==> config.mk <==
export PLATFORM = sky130hd
export DESIGN_NAME = mul_ctrl
export DESIGN_NICKNAME = d
export VERILOG_FILES = /design/src/rtl/mul_ctrl_pkg.sv /design/src/rtl/hilo_reg.sv /design/src/rtl/mul_ctrl.sv
export SDC_FILE = /design/constraint.sdc
export NUM_CORES = 1
export LEC_CHECK = 0
export BUFFER_PORTS_ARGS = -buffer_cell sky130_fd_sc_hd__buf_2
export CORE_MARGIN = 8
export CORE_UTILIZATION = 43
export CTS_BUF_LIST = sky130_fd_sc_hd__clkbuf_2
export CTS_CLUSTER_SIZE = 40
export DETAILED_ROUTE_END_ITERATION = 10
export HOLD_SLACK_MARGIN = 0.03
export PLACE_DENSITY = 0.86
export SLEW_MARGIN = 10
export SYNTH_ARGS = -nofsm -noshare
export SYNTH_HDL_FRONTEND = slang
export SYNTH_SLANG_ARGS = --single-unit
==> constraint.sdc <==
create_clock -name mul_clk -period 3.7 [get_ports mul_clk]
set_input_delay 0.185 -clock mul_clk [delete_from_list [all_inputs] [get_ports mul_clk]]
set_output_delay 0.185 -clock mul_clk [all_outputs]
set_load 0.005 [all_outputs]
==> src/rtl/mul_ctrl_pkg.sv <==
// Shared types and constants for the multiply controller and its HI/LO register file.
package mul_ctrl_pkg;

    localparam int unsigned MulLatDefault = 1;
    localparam int unsigned HiLoWidth     = 32;
    localparam int unsigned CntWidth      = 2;   // holds MUL_LAT-1 for MUL_LAT up to 4

    typedef enum logic [1:0] {
        StIdle,
        StWait,
        StWrite
    } mul_state_e;

endpackage

==> src/rtl/hilo_reg.sv <==
// Architectural HI/LO registers; a product write takes priority over MTHI/MTLO.
module hilo_reg
    import mul_ctrl_pkg::*;
(
    input  logic                   clk_i,
    input  logic                   rst_i,
    input  logic                   prod_we_i,
    input  logic [2*HiLoWidth-1:0] prod_i,
    input  logic                   mt_hi_we_i,
    input  logic                   mt_lo_we_i,
    input  logic [HiLoWidth-1:0]   mt_data_i,
    output logic [HiLoWidth-1:0]   hi_o,
    output logic [HiLoWidth-1:0]   lo_o
);

    logic [HiLoWidth-1:0] hi_d, hi_q;
    logic [HiLoWidth-1:0] lo_d, lo_q;

    always_comb begin
        hi_d = hi_q;
        lo_d = lo_q;
        if (prod_we_i) begin
            hi_d = prod_i[2*HiLoWidth-1:HiLoWidth];
            lo_d = prod_i[HiLoWidth-1:0];
        end else begin
            if (mt_hi_we_i) hi_d = mt_data_i;
            if (mt_lo_we_i) lo_d = mt_data_i;
        end
    end

    always_ff @(posedge clk_i) begin
        if (rst_i) begin
            hi_q <= '0;
            lo_q <= '0;
        end else begin
            hi_q <= hi_d;
            lo_q <= lo_d;
        end
    end

    assign hi_o = hi_q;
    assign lo_o = lo_q;

endmodule

==> src/rtl/mul_ctrl.sv <==
// Sequences one multiply through an external fixed-latency multiplier and
// commits the product into HI/LO; also services MTHI/MTLO while idle.
module mul_ctrl
    import mul_ctrl_pkg::*;
#(
    parameter int unsigned MUL_LAT = MulLatDefault
) (
    input  logic                   mul_clk,
    input  logic                   reset,
    input  logic                   req_valid,
    output logic                   req_ready,
    input  logic                   req_signed,
    input  logic [HiLoWidth-1:0]   req_x,
    input  logic [HiLoWidth-1:0]   req_y,
    input  logic                   flush,
    output logic                   mul_signed,
    output logic [HiLoWidth-1:0]   mul_x,
    output logic [HiLoWidth-1:0]   mul_y,
    output logic                   mul_resetn,
    input  logic [2*HiLoWidth-1:0] mul_result,
    input  logic                   mt_hi_we,
    input  logic                   mt_lo_we,
    input  logic [HiLoWidth-1:0]   mt_data,
    output logic [HiLoWidth-1:0]   hi,
    output logic [HiLoWidth-1:0]   lo,
    output logic                   busy,
    output logic                   done
);

    mul_state_e           state_q;
    logic [CntWidth-1:0]  cnt_q;
    logic [HiLoWidth-1:0] x_q, y_q;
    logic                 signed_q;

    logic is_idle, prod_we;

    assign is_idle    = (state_q == StIdle);
    assign req_ready  = is_idle & ~flush & ~reset;
    assign busy       = ~is_idle & ~reset;
    // A flush in the write cycle suppresses the commit as well as the pulse.
    assign prod_we    = (state_q == StWrite) & ~flush & ~reset;
    assign done       = prod_we;
    assign mul_resetn = ~reset;
    assign mul_x      = x_q;
    assign mul_y      = y_q;
    assign mul_signed = signed_q;

    always_ff @(posedge mul_clk) begin
        if (reset) begin
            state_q  <= StIdle;
            cnt_q    <= '0;
            x_q      <= '0;
            y_q      <= '0;
            signed_q <= 1'b0;
        end else begin
            unique case (state_q)
                StIdle: begin
                    if (req_valid && req_ready) begin
                        x_q      <= req_x;
                        y_q      <= req_y;
                        signed_q <= req_signed;
                        cnt_q    <= CntWidth'(MUL_LAT - 1);
                        state_q  <= StWait;
                    end
                end
                StWait: begin
                    if (flush) begin
                        state_q <= StIdle;
                    end else if (cnt_q == '0) begin
                        state_q <= StWrite;
                    end else begin
                        cnt_q <= cnt_q - 1'b1;
                    end
                end
                StWrite: state_q <= StIdle;
                default: state_q <= StIdle;
            endcase
        end
    end

    hilo_reg u_hilo_reg (
        .clk_i      (mul_clk),
        .rst_i      (reset),
        .prod_we_i  (prod_we),
        .prod_i     (mul_result),
        .mt_hi_we_i (mt_hi_we & is_idle),
        .mt_lo_we_i (mt_lo_we & is_idle),
        .mt_data_i  (mt_data),
        .hi_o       (hi),
        .lo_o       (lo)
    );

endmodule

==> flow_summary.toml, run 1 <==
[outcome]
status = "stopped before the end"
lastStage = "clock tree synthesis"
error = "[ERROR RSZ-0060] Max buffer count reached."

[place]
gp_congestion = 0.797
postPlaceCellArea_um2 = 6890
place_ws_ps = 1180
dp_hpwl_um = 14100
port_buffers = 299

[clocking]
post_cts_resized = 0
cts_buffers = 17
cts-root-buf = "clkbuf_2"
htree_levels = 4
cts.path.max_buffers = 2
cts_num_sinks = 133
cts_hold_buf = 221
postCtsSetupBuffers = 0

[synth]
netlist_top_cells_count = "dfxtp_1, nand2_1, a21oi_1, nand3_1, nor3_1"
ys_top_cells_by_area = "dfxtp_1, a311oi_1, nand2_1, a21oi_1, nand3_1"
ys_ff_latch = 133
synth.distinct_cells = 30
synth_edf_count = 0
syn_area_um2 = 5470
yosysMostFrequentCell = "dfxtp_1"
synth_flop_cell = "dfxtp_1"
synthCells = 656
yosys.area.top_type_share = 0.487
yosysTopAreaCell = "dfxtp_1"
yosys_warnings = 0
syn_area_per_cell_um2 = 8.33
synthArstFlopShare = 0
synth_nets = 824
ys_seq_area_frac = 0.487

[die]
ios = 300
die_x_um = 129
rows = 41
dieHeight_um = 129
initial_utilization = 0.437
==> kinds of logic after synthesis <==
group,after synthesis,share of synthesized area
buf+inv,83,0.0799
flops,133,0.487
compound gates,198,0.227
fa+ha+maj,1,0.00229
simple gates,241,0.203
==> stage by stage <==
step	hold slack (ps)	std cells
3_3_place_gp	412	1063
3_5_place_dp	425	1063
2_1_floorplan	262	656
==> run 2, diff against run 1 <==
--- a/config.mk
+++ b/config.mk
@@ -7,12 +7,9 @@
 export LEC_CHECK = 0
 export BUFFER_PORTS_ARGS = -buffer_cell sky130_fd_sc_hd__buf_2
 export CORE_MARGIN = 8
-export CORE_UTILIZATION = 43
-export CTS_BUF_LIST = sky130_fd_sc_hd__clkbuf_2
-export CTS_CLUSTER_SIZE = 40
+export CORE_UTILIZATION = 28
 export DETAILED_ROUTE_END_ITERATION = 10
-export HOLD_SLACK_MARGIN = 0.03
-export PLACE_DENSITY = 0.86
+export PLACE_DENSITY_LB_ADDON = 0.15
 export SLEW_MARGIN = 10
 export SYNTH_ARGS = -nofsm -noshare
 export SYNTH_HDL_FRONTEND = slang
==> flow_summary.toml, run 2 <==
[outcome]
status = "finished clean"

[sta]
max_freq_mhz = 417
setup_viol = 0
max_slew.worst_pin.slew_ps = 815
min_period_over_period = 0.648
hold_viol = 0
slew_violations = 0
finClkSkew_ps = 7.25
hold_ws_ps = 21.5
tns_ps = 0
maxSlewHeadroom = 0.457
layout_min_cycle_time_ps = 2400
rsz0062_at_grt = "no"

[synth]
ys_top_cells_by_area = "dfxtp_1, a311oi_1, nand2_1, a21oi_1, nand3_1"
yosysMostFrequentCell = "dfxtp_1"
ys_ff_latch = 133
synthCells = 656
yosys.area.top_type_share = 0.487
yosysTopAreaCell = "dfxtp_1"
synth_flop_cell = "dfxtp_1"
synth.distinct_cells = 30
syn_area_per_cell_um2 = 8.33
synthArstFlopShare = 0
synth_nets = 824
synth_edf_count = 0
netlist_top_cells_count = "dfxtp_1, nand2_1, a21oi_1, nand3_1, nor3_1"
yosys_warnings = 0
syn_area_um2 = 5470
ys_seq_area_frac = 0.487

[die]
initial_utilization = 0.283
dieHeight_um = 156
core_area_um2 = 19300
ios = 300
die_area_um2 = 24300
die_x_um = 156
rows = 51

[clocking]
post_cts_resized = 0
cts_hold_buf = 1
cts_buffers = 17
postCtsSetupBuffers = 0
cts.path.max_buffers = 2
clkTransAtPathRegs_ps = 60
htree_levels = 4
cts_tree = "done"
cts-root-buf = "clkbuf_16"
clock_latency_ps = 410
cts_num_sinks = 133

[route]
ant_nets = 0
drcViolationCount = 0
drtIter0Drc = 227
vias = 5898
wl_per_cell_um = 18.0
totalWireLength_um = 21400
vias_per_cell = 4.97
dr.pass1.iters = 4

[power]
peakVddDrop_v = 0.000276
netSwitchingPower_mw = 0.937
clock_power_share = 0.473
p_leak_nw = 3.34
power_density_nw_per_um2 = 494
power_frac_seq = 0.412
power_mw = 3.76
switching_share = 0.249
power.internal_mw = 2.82
combPwrFrac = 0.115

[final_layout]
instances_no_fill = 1187
final_nets = 1078
fin_util = 0.393
final_cell_mix = "buf_2, dfxtp_1, nand2_1"
final_common_cell = "buf_2"
area_delta_synth_final_pct = 39.1
n_fill_cell = 2103
final_layout_size_suffix_gt1_frac = 0.380

[worst_setup_path]
ff2ff_setup_slack_ps = 1420
critical_path.max_stage_delay_ps = 630
cp_common_cell = "buf_2"
critPathCaptureType = "output port"
cp_slowest_cell = "or4_2"
crit_required_ps = 3510
worstSetupPathType = "in -> out"
cp_top_family = "buffers and inverters"
cp-start-kind = "input pin"
r2r-start = "state_q[1]"
crit_fanout = 33
arrival_ps = 2210
worst-path-buf-inv = 4
worstPathCellList = "dlygate4sd3_1, buf_2, or4_2, inv_2, buf_2"
startpoint = "flush"

[global_routing]
grt_usage = 0.172
first_global_vias = 6078
grt.overflow.total = 0
grt_max_degree = 79
antenna_found_initial = 2
grt_pass1_wl_um = 33400

[worst_hold_path]
hp-class = "in -> reg"
min-delay-start = "req_x[8]"

[place]
placed_cells = 1155
port_buffers = 299
gp_congestion = 0.761
dp_hpwl_um = 14600

[run]
maxCapViolCount = 0
-- run 2: cell counts after synthesis --
Identical to the previous run, type by type.
-- run 2: power groups by stage --
stage / clock network, mW / logic (mW) / registers [mW]
CTS: 1.82 / 0.437 / 1.55
global placement: 0 / 0.442 / 1.58
detailed placement: 0 / 0.436 / 1.58
finish: 1.78 / 0.431 / 1.55
floorplan: 0 / 0.192 / 1.59
global route: 1.89 / 0.478 / 1.56
-- run 2: final cells by class --
type | count | area [um^2] | share of cell area
clock inverter | 13 | 183 | 0.0240
clock buffer | 17 | 425 | 0.0559
tap | 265 | 332 | 0.0436
timing repair buffer | 312 | 1600 | 0.210
inverter | 6 | 23.8 | 0.00313
antenna | 1 | 2.50 | 0.000329
multi-input combinational | 440 | 2380 | 0.313
sequential | 133 | 2660 | 0.350
-- run 2: final timing paths --
path / end / cells after the start
setup reg to reg: u_hilo_reg.hi_o[15] / 5
hold reg to reg: mul_y[22] / 2
setup / recovery: req_ready / 5
hold / removal: mul_x[8] / 3
-- run 2: stage by stage --
| stage | worst slack (ps) | cell area [um^2] |
|---|---|---|
| 2_1_floorplan | 1910 | 5470 |
| 3_3_place_gp | 1480 | 6990 |
| 3_5_place_dp | 1430 | 6990 |
| 4_1_cts | 1280 | 7600 |
| 5_1_grt | 1190 | 7610 |
| 6_report | 1300 | 7610 |
-- run 2: logic make-up after synthesis --
logic type                 Yosys count  synth area share
AOI/OAI and AO/OA                  198             0.227
adders and majority gates            1           0.00229
buffers and inverters               83            0.0799
DFF                                133             0.487
and+or+nand+nor                    241             0.203
-- run 2: worst min-delay path: stages --
cell,delay (ps)
buf_2,100
nand3_1,50
a21oi_1,50
-- run 2: per-layer routing --
layer | part of all wire | global-route usage
met1 | 0.42 | 0.198
met2 | 0.47 | 0.286
met3 | 0.097 | 0.0759
met4 | 0.0097 | 0.0471
met5 | 0.00056 | 0
(Power assumes the default switching activity.)
==> run 3, diff against run 2 <==
==> constraint.sdc (replaced) <==
create_clock -name mul_clk -period 2.1 [get_ports mul_clk]
set_input_delay 0.105 -clock mul_clk [delete_from_list [all_inputs] [get_ports mul_clk]]
set_output_delay 0.105 -clock mul_clk [all_outputs]
set_load 0.005 [all_outputs]
==> flow_summary.toml, run 3 (same netlist as run 2, synthesis figures left out) <==
[outcome]
status = "finished clean"

[worst_setup_path]
arrival_ps = 1860
crit_fanout = 27
critPathCaptureType = "output port"
ff2ff_setup_slack_ps = 230
r2r-start = "state_q[1]"
cp-start-kind = "flip-flop"
worstSetupPathType = "reg -> out"
crit_required_ps = 2000
critical_path.max_stage_delay_ps = 530
r2r-end = "u_hilo_reg.lo_o[9]"
r2r_cells = 5
worstPathCellList = "or4b_1, clkinv_4, buf_16, buf_2"
cp_slowest_cell = "or4b_1"
startpoint = "state_q[1]"

[clocking]
cts_buffers = 17
postCtsSetupBuffers = 0
cts-root-buf = "clkbuf_16"
cts_tree = "done"
clkTransAtPathRegs_ps = 60
cts_num_sinks = 133
htree_levels = 4
cts.path.max_buffers = 2
clock_latency_ps = 420

[die]
rows = 51
ios = 300
core_area_um2 = 19300
initial_utilization = 0.283
dieHeight_um = 156
die_area_um2 = 24300
die_x_um = 156

[global_routing]
grt.overflow.total = 0
grt_pass1_wl_um = 36100
grt_max_degree = 85
antenna_found_initial = 1
grt_use_met2 = 0.302
grt_use_met3 = 0.0640
first_global_vias = 6939
grt_usage = 0.184
grtUsageMet1 = 0.210
grt-busiest-layer = "met2"

[sta]
finClkSkew_ps = 7.00
layout_min_cycle_time_ps = 1970
tns_ps = 0
setup_viol = 0
max_slew.worst_pin.slew_ps = 925
slew_violations = 0
maxSlewHeadroom = 0.383
max_freq_mhz = 508
rsz0062_at_grt = "no"
min_period_over_period = 0.937
hold_viol = 0

[route]
totalWireLength_um = 22900
wl_per_cell_um = 16.9
drcViolationCount = 0
ant_nets = 0
dr.pass1.iters = 5
vias = 6638
vias_per_cell = 4.91
drtIter0Drc = 293

[final_layout]
fin_util = 0.483
final_nets = 1244
final_cell_mix = "buf_2, dlygate4sd3_1, dfxtp_1"
regArea_um2 = 2660
area_delta_synth_final_pct = 70.7
multi_input_area_um2 = 2380
num_antenna_cells = 0
n_fill_cell = 1874
final_common_cell = "buf_2"
final_layout_size_suffix_gt1_frac = 0.333

[worst_hold_path]
whs_path_depth = 3
min_to = "u_hilo_reg.lo_o[12]"
hp-class = "in -> reg"
min-delay-start = "mt_data[12]"

[power]
peakVddDrop_v = 0.000497
p_leak_nw = 4.08
power_density_nw_per_um2 = 732
power_mw = 6.83

[run]
maxCapViolCount = 0

[place]
port_buffers = 299
gp_congestion = 0.774
dp_hpwl_um = 14400
[run 3: worst max-delay path by stage]
stage / end / cells after the start
after global placement: u_hilo_reg.hi_o[17] / 5
after detailed placement: u_hilo_reg.lo_o[21] / 5
after CTS: done / 4
final: done / 4
after floorplan: u_hilo_reg.lo_o[18] / 8
after global routing: done / 4
[run 3: per-layer routing]
| layer | vias up | wire length (um) |
|---|---|---|
| met5 | - | 13 |
| met4 | 2 | 719 |
| met3 | 47 | 1970 |
| met2 | 289 | 10700 |
| met1 | 3066 | 9490 |
| li1 | 3234 | - |
[run 3: cell type report]
type                       count  area share
tap                          265      0.0355
timing repair buffer         478       0.356
multi-input combinational    440       0.255
inverter                       6     0.00295
sequential                   133       0.285
clock inverter                12      0.0164
clock buffer                  19      0.0485
[run 3: timing repair]
action	in CTS	in global routing
hold buffers	156	0
endpoints found under the hold margin	130	0
resized for setup	2	2
setup endpoints to repair	2	2
cloned	0	1
[run 3: per-stage QoR]
step / instances / area [um^2] / setup WS, ps / hold WS [ps]
floorplan: 656 / 5470 / 310 / 182
global placement: 1165 / 7120 / 272 / 353
detailed placement: 1165 / 7120 / 235 / 343
CTS: 1352 / 9300 / 33.4 / 7.37
global route: 1353 / 9330 / 32.9 / 14.2
finish: 1353 / 9330 / 132 / 26.6
[run 3: power by group]
part | internal, mW | total (mW) | switching [mW] | leakage, nW
sequential | 2.66 | 2.73 | 0.0683 | 1.09
clock | 1.93 | 3.09 | 1.16 | 0.299
combinational | 0.542 | 1.02 | 0.474 | 2.69
[run 3: critical path, delay by kind of cell, from the launching register on]
| kind | cells | cell delay [ps] |
|---|---|---|
| buf+inv | 3 | 520 |
| simple gates | 1 | 530 |
| flops | 1 | 390 |
==> run 4, diff against run 3 <==
--- a/config.mk
+++ b/config.mk
@@ -6,9 +6,10 @@
 export NUM_CORES = 1
 export LEC_CHECK = 0
 export BUFFER_PORTS_ARGS = -buffer_cell sky130_fd_sc_hd__buf_2
-export CORE_MARGIN = 8
+export CORE_MARGIN = 2
 export CORE_UTILIZATION = 28
 export DETAILED_ROUTE_END_ITERATION = 10
+export GPL_TIMING_DRIVEN = 1
 export PLACE_DENSITY_LB_ADDON = 0.15
 export SLEW_MARGIN = 10
 export SYNTH_ARGS = -nofsm -noshare
==> flow_summary.toml, run 4 (same netlist as run 2, synthesis figures left out) <==
[worst_setup_path]
r2r-end = "u_hilo_reg.lo_o[8]"
cp_top_family = "buffers and inverters"
ff2ff_setup_slack_ps = 240
worstPathCellList = "dlygate4sd3_1, buf_2, or4b_1, clkinv_4, buf_12, buf_2"
cp-start-kind = "input pin"
critical_path.max_stage_delay_ps = 580
worst-path-buf-inv = 5
crit_required_ps = 2000
r2r_cells = 6
r2r-start = "state_q[0]"
crit_fanout = 41
critPathCaptureType = "output port"
cp_slowest_cell = "or4b_1"
arrival_ps = 1930
worstSetupPathType = "in -> out"
cp_common_cell = "buf_2"
startpoint = "flush"

[power]
power_density_nw_per_um2 = 725
power.internal_mw = 5.10
p_leak_nw = 4.10
combPwrFrac = 0.149
switching_share = 0.248
netSwitchingPower_mw = 1.69
power_mw = 6.79
peakVddDrop_v = 0.000491
power_frac_seq = 0.402
clock_power_share = 0.449

[clocking]
cts_tree = "done"
cts.path.max_buffers = 2
cts_num_sinks = 133
clock_latency_ps = 410
htree_levels = 4
cts-root-buf = "clkbuf_16"
cts_buffers = 17
clkTransAtPathRegs_ps = 60

[final_layout]
regArea_um2 = 2660
multi_input_area_um2 = 2380
final_common_cell = "buf_2"
num_antenna_cells = 0
instances_no_fill = 1357
final_cell_mix = "buf_2, dlygate4sd3_1, dfxtp_1"
n_fill_cell = 1867
area_delta_synth_final_pct = 71.3
final_nets = 1248
fin_util = 0.484
final_layout_size_suffix_gt1_frac = 0.336

[sta]
min_period_over_period = 0.967
setup_viol = 0
rsz0062_at_grt = "no"
hold_ws_ps = 24.9
layout_min_cycle_time_ps = 2030
tns_ps = 0
max_slew.worst_pin.slew_ps = 850
hold_viol = 0
maxSlewHeadroom = 0.433
max_freq_mhz = 492
slew_violations = 0
finClkSkew_ps = 8.76

[die]
initial_utilization = 0.283
core_area_um2 = 19300
die_x_um = 144
rows = 51
die_area_um2 = 20700
dieHeight_um = 144
ios = 300

[worst_hold_path]
whs_path_depth = 3
hp-class = "in -> reg"
min_to = "u_hilo_reg.lo_o[17]"
min-delay-start = "mt_data[17]"

[route]
vias_per_cell = 4.84
wl_per_cell_um = 15.4
vias = 6567
dr.pass1.iters = 5
drcViolationCount = 0
totalWireLength_um = 20900
wl_met1_um = 8890
drtIter0Drc = 266
ant_nets = 0
wl_met3_um = 1660
top_layer_used = "met5"
dr_wl_met2_um = 9850

[outcome]
status = "finished clean"

[place]
dp_hpwl_um = 12800
gp_congestion = 0.746
placed_cells = 1166
port_buffers = 299

[global_routing]
grt_usage = 0.193
grt_max_degree = 76
grt_pass1_wl_um = 31800
antenna_found_initial = 1
first_global_vias = 6342
grt.overflow.total = 0

[run]
maxCapViolCount = 0
run 4: tightest hold or removal path, delay by kind of cell:
family                 cells  cell delay, ps
AO/OA/AOI/OAI              1              90
buffers and inverters      1              90
AND/OR/NAND/NOR            1              90
run 4: how the worst max path moves through the flow:
stage	endpoint	cells past startpoint
2_1_floorplan	u_hilo_reg.lo_o[18]	8
3_3_place_gp	u_hilo_reg.lo_o[26]	5
3_5_place_dp	mul_x[30]	4
4_1_cts	done	4
5_1_grt	done	6
6_report	done	6
run 4: area by class of cell:
type                            count  area share
Sequential cell                   133       0.284
Timing Repair Buffer              482       0.359
Inverter                            6     0.00294
Multi-Input combinational cell    440       0.254
Clock buffer                       18      0.0469
Tap cell                          265      0.0354
Clock inverter                     13      0.0168
run 4: routing by layer:
layer  global-route usage  vias to the layer above
li1                     -                     3241
met5                    0                        -
met4               0.0697                        2
met1                0.228                     3012
met3               0.0636                       32
met2                0.327                      280
run 4: per-stage QoR:
| stage | worst slack (ps) | area [um^2] |
|---|---|---|
| 2_1_floorplan | 310 | 5470 |
| 3_3_place_gp | 243 | 7170 |
| 3_5_place_dp | 220 | 7170 |
| 4_1_cts | 21.4 | 9320 |
| 5_1_grt | 11.6 | 9360 |
| 6_report | 68.3 | 9360 |
run 4: repair_timing:
action,CTS,global route
pin swaps,0,0
resized for setup,2,1
buffers inserted,0,4
hold buffers,155,1
setup endpoints to repair,2,1
hold endpoints to repair,130,1
run 4: power by group through the flow:
stage / registers [mW] / clock network (mW) / logic (mW)
detailed placement: 2.78 / 0 / 0.780
global route: 2.74 / 3.27 / 1.10
global placement: 2.78 / 0 / 0.785
CTS: 2.73 / 3.13 / 1.01
floorplan: 2.79 / 0 / 0.339
finish: 2.73 / 3.05 / 1.01
